--- src/rtl/bcd_mult_sequencer_pkg.sv ---
// Shared types and constants for the sequential BCD digit multiplier.
// Holds the FSM encoding and step counts used by the top and the bench.
package bcd_mult_pkg;

    typedef enum logic [1:0] {
        ST_IDLE = 2'd0,
        ST_MUL  = 2'd1,
        ST_CONV = 2'd2,
        ST_DONE = 2'd3
    } state_t;

    localparam int         MUL_STEPS  = 4;
    localparam int         CONV_STEPS = 7;
    localparam logic [3:0] BCD_MAX    = 4'd9;

    function automatic logic is_bcd_digit(input logic [3:0] d);
        return d <= BCD_MAX;
    endfunction

endpackage

--- src/rtl/bcd_mult_sequencer_if.sv ---
// Operand/result handshake bundle between source, multiplier and sink.
// Bit 0 of x, y and z is the most significant bit.
interface bcd_mult_sequencer_if;

    logic       in_valid;
    logic       in_ready;
    logic [0:3] x;
    logic [0:3] y;
    logic       out_valid;
    logic       out_ready;
    logic [0:7] z;
    logic       err;
    logic       busy;

    modport master (
        output in_valid, x, y, out_ready,
        input  in_ready, out_valid, z, err, busy
    );

    modport slave (
        input  in_valid, x, y, out_ready,
        output in_ready, out_valid, z, err, busy
    );

endinterface

--- src/rtl/bcd_mult_sequencer_dd_step.sv ---
// One double-dabble iteration on {tens, units, binary}: add 3 to BCD nibbles >= 5, then shift left.
// Purely combinational, no handshake.
module bcd_dd_step (
    input  logic [14:0] sr_in,
    output logic [14:0] sr_out
);

    logic [14:0] adj;

    always_comb begin
        adj = sr_in;
        if (sr_in[14:11] >= 4'd5) begin
            adj[14:11] = sr_in[14:11] + 4'd3;
        end
        if (sr_in[10:7] >= 4'd5) begin
            adj[10:7] = sr_in[10:7] + 4'd3;
        end
        sr_out = {adj[13:0], 1'b0};
    end

endmodule

--- src/rtl/bcd_mult_sequencer.sv ---
// Sequential 1x1 digit BCD multiplier: 4 shift-add steps then 7 double-dabble steps.
// Latency 11 cycles accept-to-out_valid (1 cycle on the fast error path); one op in flight.
// Backpressure: in_ready only in IDLE; result held in DONE until out_ready.
module bcd_mult_sequencer
    import bcd_mult_pkg::*;
#(
    parameter logic [7:0] ERR_RESULT = 8'h00,
    parameter bit         ERR_FAST   = 1'b1
) (
    input  logic                 clk,
    input  logic                 rst,
    bcd_mult_sequencer_if.slave  bus
);

    localparam logic [2:0] MUL_LAST  = 3'(MUL_STEPS - 1);
    localparam logic [2:0] CONV_LAST = 3'(CONV_STEPS - 1);

    state_t      state_q;
    state_t      state_d;
    logic [2:0]  cnt_q;
    logic [3:0]  x_q;
    logic [3:0]  y_q;
    logic [14:0] sr_q;
    logic        err_op_q;
    logic [7:0]  z_q;
    logic        err_q;

    logic        op_err;
    logic        fast_err;
    logic [6:0]  addend;
    logic [14:0] dd_out;

    assign op_err   = !is_bcd_digit(bus.x) || !is_bcd_digit(bus.y);
    assign fast_err = err_op_q && ERR_FAST;
    assign addend   = y_q[0] ? (7'({3'b000, x_q}) << cnt_q) : 7'd0;

    bcd_dd_step u_dd_step (
        .sr_in  (sr_q),
        .sr_out (dd_out)
    );

    always_comb begin
        state_d = state_q;
        case (state_q)
            ST_IDLE: if (bus.in_valid)            state_d = ST_MUL;
            ST_MUL: begin
                if (fast_err)                     state_d = ST_DONE;
                else if (cnt_q == MUL_LAST)       state_d = ST_CONV;
            end
            ST_CONV: if (cnt_q == CONV_LAST)      state_d = ST_DONE;
            ST_DONE: if (bus.out_ready)           state_d = ST_IDLE;
            default:                              state_d = ST_IDLE;
        endcase
    end

    // The low 7 bits of sr_q serve as the product accumulator during MUL,
    // so CONV starts on the finished product with no extra load cycle.
    always_ff @(posedge clk) begin
        if (rst) begin
            state_q  <= ST_IDLE;
            cnt_q    <= 3'd0;
            x_q      <= 4'd0;
            y_q      <= 4'd0;
            sr_q     <= 15'd0;
            err_op_q <= 1'b0;
            z_q      <= 8'h00;
            err_q    <= 1'b0;
        end else begin
            state_q <= state_d;
            case (state_q)
                ST_IDLE: begin
                    if (bus.in_valid) begin
                        x_q      <= bus.x;
                        y_q      <= bus.y;
                        err_op_q <= op_err;
                        sr_q     <= 15'd0;
                        cnt_q    <= 3'd0;
                    end
                end
                ST_MUL: begin
                    if (fast_err) begin
                        z_q   <= ERR_RESULT;
                        err_q <= 1'b1;
                    end else begin
                        sr_q[6:0] <= sr_q[6:0] + addend;
                        y_q       <= y_q >> 1;
                        cnt_q     <= (cnt_q == MUL_LAST) ? 3'd0 : cnt_q + 3'd1;
                    end
                end
                ST_CONV: begin
                    sr_q  <= dd_out;
                    cnt_q <= (cnt_q == CONV_LAST) ? 3'd0 : cnt_q + 3'd1;
                    if (cnt_q == CONV_LAST) begin
                        z_q   <= err_op_q ? ERR_RESULT : dd_out[14:7];
                        err_q <= err_op_q;
                    end
                end
                default: ;
            endcase
        end
    end

    assign bus.in_ready  = (state_q == ST_IDLE);
    assign bus.out_valid = (state_q == ST_DONE);
    assign bus.busy      = (state_q != ST_IDLE);
    assign bus.z         = z_q;
    assign bus.err       = err_q;

endmodule

--- src/flat_wrapper.sv ---
// flat-port wrapper written by rule: the top's interface ports become plain ports
module bcd_mult_sequencer_flat import bcd_mult_pkg::*;
#(
    parameter logic [7:0] ERR_RESULT = 8'h00,
    parameter bit         ERR_FAST   = 1'b1
)
  (clk, rst, bus_in_valid, bus_x, bus_y, bus_out_ready, bus_in_ready, bus_out_valid, bus_z, bus_err, bus_busy);
  bcd_mult_sequencer_if bus_i ();
  input  logic clk;
  input  logic rst;
  input wire logic [$bits(bus_i.in_valid)-1:0] bus_in_valid;
  input wire logic [$bits(bus_i.x)-1:0] bus_x;
  input wire logic [$bits(bus_i.y)-1:0] bus_y;
  input wire logic [$bits(bus_i.out_ready)-1:0] bus_out_ready;
  output wire logic [$bits(bus_i.in_ready)-1:0] bus_in_ready;
  output wire logic [$bits(bus_i.out_valid)-1:0] bus_out_valid;
  output wire logic [$bits(bus_i.z)-1:0] bus_z;
  output wire logic [$bits(bus_i.err)-1:0] bus_err;
  output wire logic [$bits(bus_i.busy)-1:0] bus_busy;
  assign bus_i.in_valid = bus_in_valid;
  assign bus_i.x = bus_x;
  assign bus_i.y = bus_y;
  assign bus_i.out_ready = bus_out_ready;
  assign bus_in_ready = bus_i.in_ready;
  assign bus_out_valid = bus_i.out_valid;
  assign bus_z = bus_i.z;
  assign bus_err = bus_i.err;
  assign bus_busy = bus_i.busy;
  bcd_mult_sequencer #(.ERR_RESULT(ERR_RESULT), .ERR_FAST(ERR_FAST)) u_core (.clk(clk), .rst(rst), .bus(bus_i));
endmodule
--- config.mk ---
export PLATFORM = sky130hd
export DESIGN_NAME = bcd_mult_sequencer_flat
export DESIGN_NICKNAME = d
export VERILOG_FILES = /design/src/rtl/bcd_mult_sequencer_pkg.sv /design/src/rtl/bcd_mult_sequencer_if.sv /design/src/rtl/bcd_mult_sequencer_dd_step.sv /design/src/rtl/bcd_mult_sequencer.sv /design/src/flat_wrapper.sv
export SDC_FILE = /design/constraint.sdc
export NUM_CORES = 1
export LEC_CHECK = 0
export ABC_AREA = 1
export ABC_CLOCK_PERIOD_IN_PS = 2450
export CAP_MARGIN = 20
export CORE_ASPECT_RATIO = 1.4
export CORE_MARGIN = 10
export CORE_UTILIZATION = 35
export DETAILED_ROUTE_END_ITERATION = 10
export MAX_ROUTING_LAYER = met4
export PLACE_DENSITY_LB_ADDON = 0.15
export SYNTH_ARGS = -nofsm -noshare
export SYNTH_HDL_FRONTEND = slang
export SYNTH_HIERARCHICAL = 1
export SYNTH_SLANG_ARGS = --single-unit
--- constraint.sdc ---
create_clock -name clk -period 2.45 [get_ports clk]
set_input_delay 0.245 -clock clk [delete_from_list [all_inputs] [get_ports clk]]
set_output_delay 0.245 -clock clk [all_outputs]
set_load 0.01 [all_outputs]
# --- Yosys cells after proc, flatten, opt, wreduce, memory -nomap -nowiden ---
# Index checks and enable logic that the tools add are counted.
op_classes:
  n_addsub: 4
  order_cmp: 4
  n_eq_ne: 11
  shift: 1
  mux: 28
  n_reduce_logical: 15
ops:
  columns: ["cell", "n"]
  rows:
  - ["$pmux 8 s2", 2]
  - ["$mux 8", 3]
  - ["$pmux 7 s3", 1]
  - ["$mux 15", 1]
  - ["$mux 3", 5]
  - ["$mux 7", 2]
  - ["$mux 4", 3]
  - ["$mux 2", 5]
  - ["$pmux 3 s3", 1]
  - ["$reduce_and 3->1", 3]
  - ["$ge 4x3->1 const B", 2]
  - ["$le 4x4->1 const B", 2]
  - ["$pmux 2 s4", 1]
  - ["$pmux 4 s2", 1]
  - ["$reduce_bool 2->1", 4]
  - ["$add 7x7->7", 1]
  - ["$shl 4x3->7", 1]
  - ["$ne 2x2->1 const B", 3]
  - ["$add 4x2->4 const B", 1]
  - ["$eq 2x2->1 const B", 2]
  - ["$ne 2x1->1 const B", 2]
  - ["$reduce_and 2->1", 2]
  - ["$reduce_and 4->1", 1]
  - ["$add 3x1->3 const B", 1]
  - ["other kinds (11)", 13]
word_totals:
  regBits: 38
  inputBits: 12
  out_inout_bits: 12
  wordCells: 72

# --- Logic depth before layout (Yosys ltp) ---
logic_depth:
  word_depth: 5
  ltp_mapped: 17
  depth_no_buf: 16

# --- Cells and area by module ---
# Netlist, hierarchy kept.
modules_own_cells:
  columns: ["module", "instances", "cells_per_inst", "area_each_um2", "seq_area_each_um2"]
  rows:
  - ["bcd_mult_sequencer", 1, 297, 2194.6, 760.7]
  - ["bcd_dd_step", 1, 49, 287.8, 0.0]

# --- Worst setup path after synthesis ---
# OpenSTA, ideal clock, no wires.
synth_timing:
  path_type: "register to register"
  from: "register u_core.cnt_q[0]"
  to: "register u_core.sr_q[4]"
  setup_time_ns: 0.132
  arrival_time_ns: 1.833
  required_ns: 2.318
  slack_ns: 0.485
  stages_incl_launch_ff: 12
  n_path_buf: 1
  synth_period_minus_slack_ns: 1.965
  cell_sequence: "dfxtp_1 -> buf_6 -> mux2i_1 -> o22ai_1 -> ha_1 -> a21oi_1 -> o21ai_0 -> or2_1 -> nand3_1 -> nand2_1 -> nand2_1 -> a21oi_1"
synth_between:
  elab_chain_cells: 5
synth_lines:
  columns: ["item", "line_no", "text"]
  rows:
  - ["from (decl)", "bcd_mult_sequencer.sv:20", "logic [2:0] cnt_q;"]
  - ["from (signal assigned)", "bcd_mult_sequencer.sv:87", "cnt_q <= (cnt_q == MUL_LAST) ? 3'd0 : cnt_q + 3'd1;"]
  - ["from (signal assigned)", "bcd_mult_sequencer.sv:92", "cnt_q <= (cnt_q == CONV_LAST) ? 3'd0 : cnt_q + 3'd1;"]
  - ["$shl 4x3->7", "bcd_mult_sequencer.sv:35", "assign addend = y_q[0] ? (7'({3'b000, x_q}) << cnt_q) : 7'd0;"]
  - ["$mux 7", "bcd_mult_sequencer.sv:35", null]
  - ["$add 7x7->7", "bcd_mult_sequencer.sv:85", "sr_q[6:0] <= sr_q[6:0] + addend;"]
  - ["$mux 7", "bcd_mult_sequencer.sv:81", "if (fast_err) begin"]
  - ["$pmux 7 s3", "bcd_mult_sequencer.sv:70", "case (state_q)"]
  - ["to (signal assigned)", "bcd_mult_sequencer.sv:85", null]
  - ["to (signal assigned)", "bcd_mult_sequencer.sv:91", "sr_q <= dd_out;"]
  - ["to (decl)", "bcd_mult_sequencer.sv:23", "logic [14:0] sr_q;"]
# Every way passes these cells. The select of a mux whose other input is x is not followed.
# A chain may end at the register's enable or synchronous reset.

# --- Final worst setup path ---
layout_timing:
  from: "register u_core.state_q[0]"
  to: "output bus_in_ready"
layout_between:
  elab_chain_cells: 1
layout_lines:
  columns: ["item", "line_no", "text"]
  rows:
  - ["from (decl)", "bcd_mult_sequencer.sv:18", "state_t state_q;"]
  - ["from (signal assigned)", "bcd_mult_sequencer.sv:69", "state_q <= state_d;"]
  - ["$logic_not 2->1", "bcd_mult_sequencer.sv:103", "assign bus.in_ready = (state_q == ST_IDLE);"]
  - ["to (decl)", "flat_wrapper.sv:15", "output wire logic [$bits(bus_i.in_ready)-1:0] bus_in_ready;"]
# Every way passes these cells.

==> metrics list <==
* Die extent in x: 91.18 microns
* Kind of end point of the critical path: primary output
- The synthesized netlist occupies a cell area of 2482 sq um.
* Most used cells in the layout excluding fill and tap cells: 75 x sky130_fd_sc_hd__nand2_1, 37 x sky130_fd_sc_hd__dfxtp_1, 36 x sky130_fd_sc_hd__a21oi_1, 28 x sky130_fd_sc_hd__inv_1, 24 x sky130_fd_sc_hd__o21ai_0
* Final Routed Wirelength: 6.022 mm
- CTS Buf Count: 5
- Setup repair after global routing left no endpoint under its margin.
- The critical path is of the reg -> out type.
- Antenna diodes: 0
* Setup crit start: u_core/state_q[0]
- Sequence of cells on the critical path: inv_1 > ha_1 > clkdlybuf4s50_1
* Via count: 2,221
- Worst vdd ir: 446.5 uV
* Worst-skew pair later-pin latency: 290 ps
- Combinational family with the most area after synthesis: simple AND/OR/NAND/NOR gates
* Final weighted congestion of routability-driven global placement: 0.8384
* Slew of the pin with the lowest slew margin: 545.1 ps
- Shortest period the worst path allows: 2148 ps
- After routing, the total negative slack on setup checks comes to 0 ps.
- Power per Cell Area: 700.5 nW/um^2
- The analysis attributes to cell leakage a power of 0.001117 uW.
* Register clock-pin slew on the reported worst setup and hold paths: 70 ps
* Number of maximum-capacitance violations: 0
- Initial standard-cell utilization of the core: 35.79%
- Run status: complete, no violations
* Worst clock skew: 5.121 ps
- Maximum number of buffers from clock root to sink: 2
- Portion of netlist area occupied by mux cells: 0.4032%
* Count of warnings emitted by yosys: 6
* Leading cell type in the layout, fill and taps excluded: sky130_fd_sc_hd__nand2_1
- DR DRC count: 0
* Die Y: 119.6 microns
* Number of rows in the core area: 36
- Worst EP arrival: 1900 ps
- Main synth FF type: sky130_fd_sc_hd__dfxtp_1
- Aggregate global-route resource usage: 11.86%
* Number of nets still failing antenna checks after routing: 0
- Data required time of the worst path: 2200 ps
- Number of distinct library cells after synthesis: 42
* Clock sink count: 38
- Class of the worst hold path: reg -> reg
* Detailed-routing iteration count for the pre-antenna-repair pass: 4
* Total count of hold-check failures in the final report: 0
- Post-layout nets: 392
- Clock tree synthesis selected as its root buffer the cell sky130_fd_sc_hd__clkbuf_8.
* Post-route fraction of the period consumed by the critical path: 87.66%
- Detailed Place HPWL: 4.701 mm
* Die area: 10,910 sq um
- First-pass GRT wire length: 10.54 mm
* Highest clock frequency the design can meet: 465.6 MHz
- Setup violations remaining at the end of the flow were counted as 0.
* Compound-cell area share of the yosys netlist: 21.12%
- Summing the areas of all and, or, nand and nor instances in the mapped netlist gives 26.16% of the synthesized area.
* Sequential cell area fraction in the yosys report: 30.65%
- Number of antenna violations at the first check in global routing: 0
- Number of global-route vias before repair: 2,254
- The synthesized netlist devotes 0.3528% of its cell area to XOR and XNOR gates.
* Slowest stage cell, crit path: sky130_fd_sc_hd__clkdlybuf4s50_1
- Relative to the synthesized area, the layout overhead comes to 13.61%.
* TritonCTS clock tree: done
- Together, buffers and inverters on the worst path number 2.
* Share of post-route cells with drive strength above 1: 11.91%
- Delay contributed by the slowest stage of the critical path: 650 ps
- Using the TritonRoute via totals, the vias-per-cell ratio works out to 4.871.
* GR Overflow Total: 0
* Crit Path Max Fanout: 13
- After clock tree synthesis, the setup repair step added 0 buffers.
* Minimum setup slack after placement: 196.6 ps
* Number of top-level pins: 24
- Area of the placeable core: 6937 sq um
- Entering global routing, the biggest net connects 27 pins.
- The cell family contributing the most delay on the critical path is buffers and inverters.
- The worst hold path begins at u_core/y_q[2].
- Count of input and output buffers: 23
- Average routed wire per standard cell: 13.21 microns
- After Yosys synthesis, full adders, half adders and majority gates account for 9.879% of the synthesized area.
* Max-slew headroom at the worst pin: 63.66%
* Mean instance size in the synthesized netlist: 7.175 sq um
- H-tree depth: 2
- EDFF count, synth: 0
* Total nets after synthesis: 377
- The worst setup path is launched from a flop.
* Flops & latches, synth: 38
* Post-layout worst setup margin: 302.3 ps
- Worst reg2reg path startpoint: u_core/cnt_q[0]
- The max-slew violation count came to 0.
- After technology mapping, the gate count stands at 346.
* Share of async-settable or async-resettable flops after synthesis: 0%
- Iteration-0 DRC count of the detailed router: 87
[cell type report]
type                       count  area (sq um)
timing repair buffer          27         260.3
fill                         789          4116
sequential                    38         762.0
inverter                      40         161.4
multi-input combinational    249          1441
clock buffer                   7         76.32
tap                           95         118.9
[power by group]
| part | leakage, uW | switching, uW | internal (uW) |
|---|---|---|---|
| registers | 0.000309 | 71.9 | 690 |
| clock network | 0.0000383 | 214 | 196 |
| logic | 0.000769 | 533 | 270 |
| total | 0.00112 | 819 | 1160 |
[Yosys cell counts, types with 8 or more instances]
cell type                  instances  share of area, %
sky130_fd_sc_hd__nor2_1           22               3.3
sky130_fd_sc_hd__nand3_1          21               4.2
sky130_fd_sc_hd__o211ai_1         10               3.0
sky130_fd_sc_hd__inv_2             8               1.2
sky130_fd_sc_hd__o21ai_0          24               4.8
sky130_fd_sc_hd__buf_4             8               2.4
sky130_fd_sc_hd__a21oi_1          36               7.3
sky130_fd_sc_hd__nand2_1          75                11
sky130_fd_sc_hd__ha_1             18               9.1
sky130_fd_sc_hd__inv_1            28               4.2
sky130_fd_sc_hd__dfxtp_1          38                31
[logic make-up (layout without fill, tap and decap cells)]
logic type | Yosys count | count (layout)
and+or+nand+nor | 138 | 138
buffers and inverters | 59 | 74
xor gates and xnor gates | 1 | 1
DFF | 38 | 38
other | 1 | 1
adders and majority gates | 19 | 19
AOI/OAI and AO/OA | 89 | 89
muxes | 1 | 1
[flip-flops by register name, summed over array words and instances, names as in the netlist]
signal / count
u_core/sr_q: 15
u_core/y_q: 4
u_core/err_op_q: 1
u_core/bus.err: 1
u_core/x_q: 4
u_core/state_q: 2
u_core/bus.z: 8
u_core/cnt_q: 3
[worst paths after layout]
kind	to	slack, ps	cells past startpoint
worst max-delay path	bus_in_ready	300	3
worst min-delay path	u_core/y_q[2]	450	2
worst max register to register	u_core/sr_q[4]	310	10
worst min register to register	u_core/y_q[2]	450	2
[metrics by stage]
| step | power [uW] | utilization [%] | hold slack [ps] | area (sq um) | instances |
|---|---|---|---|---|---|
| final | 1976 | 40.66 | 449.8 | 2820 | 456 |
| after global placement | 1586 | 39.54 | 438.4 | 2743 | 449 |
| after CTS | 2007 | 40.64 | 457.7 | 2819 | 456 |
| after floorplan | 1345 | - | 410.6 | 2482 | 346 |
| after detailed placement | 1591 | 39.54 | 448.3 | 2743 | 449 |
| after global routing | 2125 | 40.66 | 481.3 | 2820 | 456 |
[worst min-delay path: stages (launching register included)]
cell and delay [ps]:
sky130_fd_sc_hd__dfxtp_1 300, sky130_fd_sc_hd__inv_1 50, sky130_fd_sc_hd__a21oi_1 50
[routing by layer]
metal | track usage [%] | part of all wire [%]
met1 | 12.30 | 42
met2 | 21.99 | 55
met3 | 2.183 | 2.3
met4 | 3.733 | 1.2
met5 | - | 0
[what timing repair did]
action / in CTS / in global routing
hold buffers: 0 / 0
endpoints found under the setup margin: 0 / 3
gates resized for setup: 0 / 1
No activity file was read; power rests on OpenSTA's default activity.
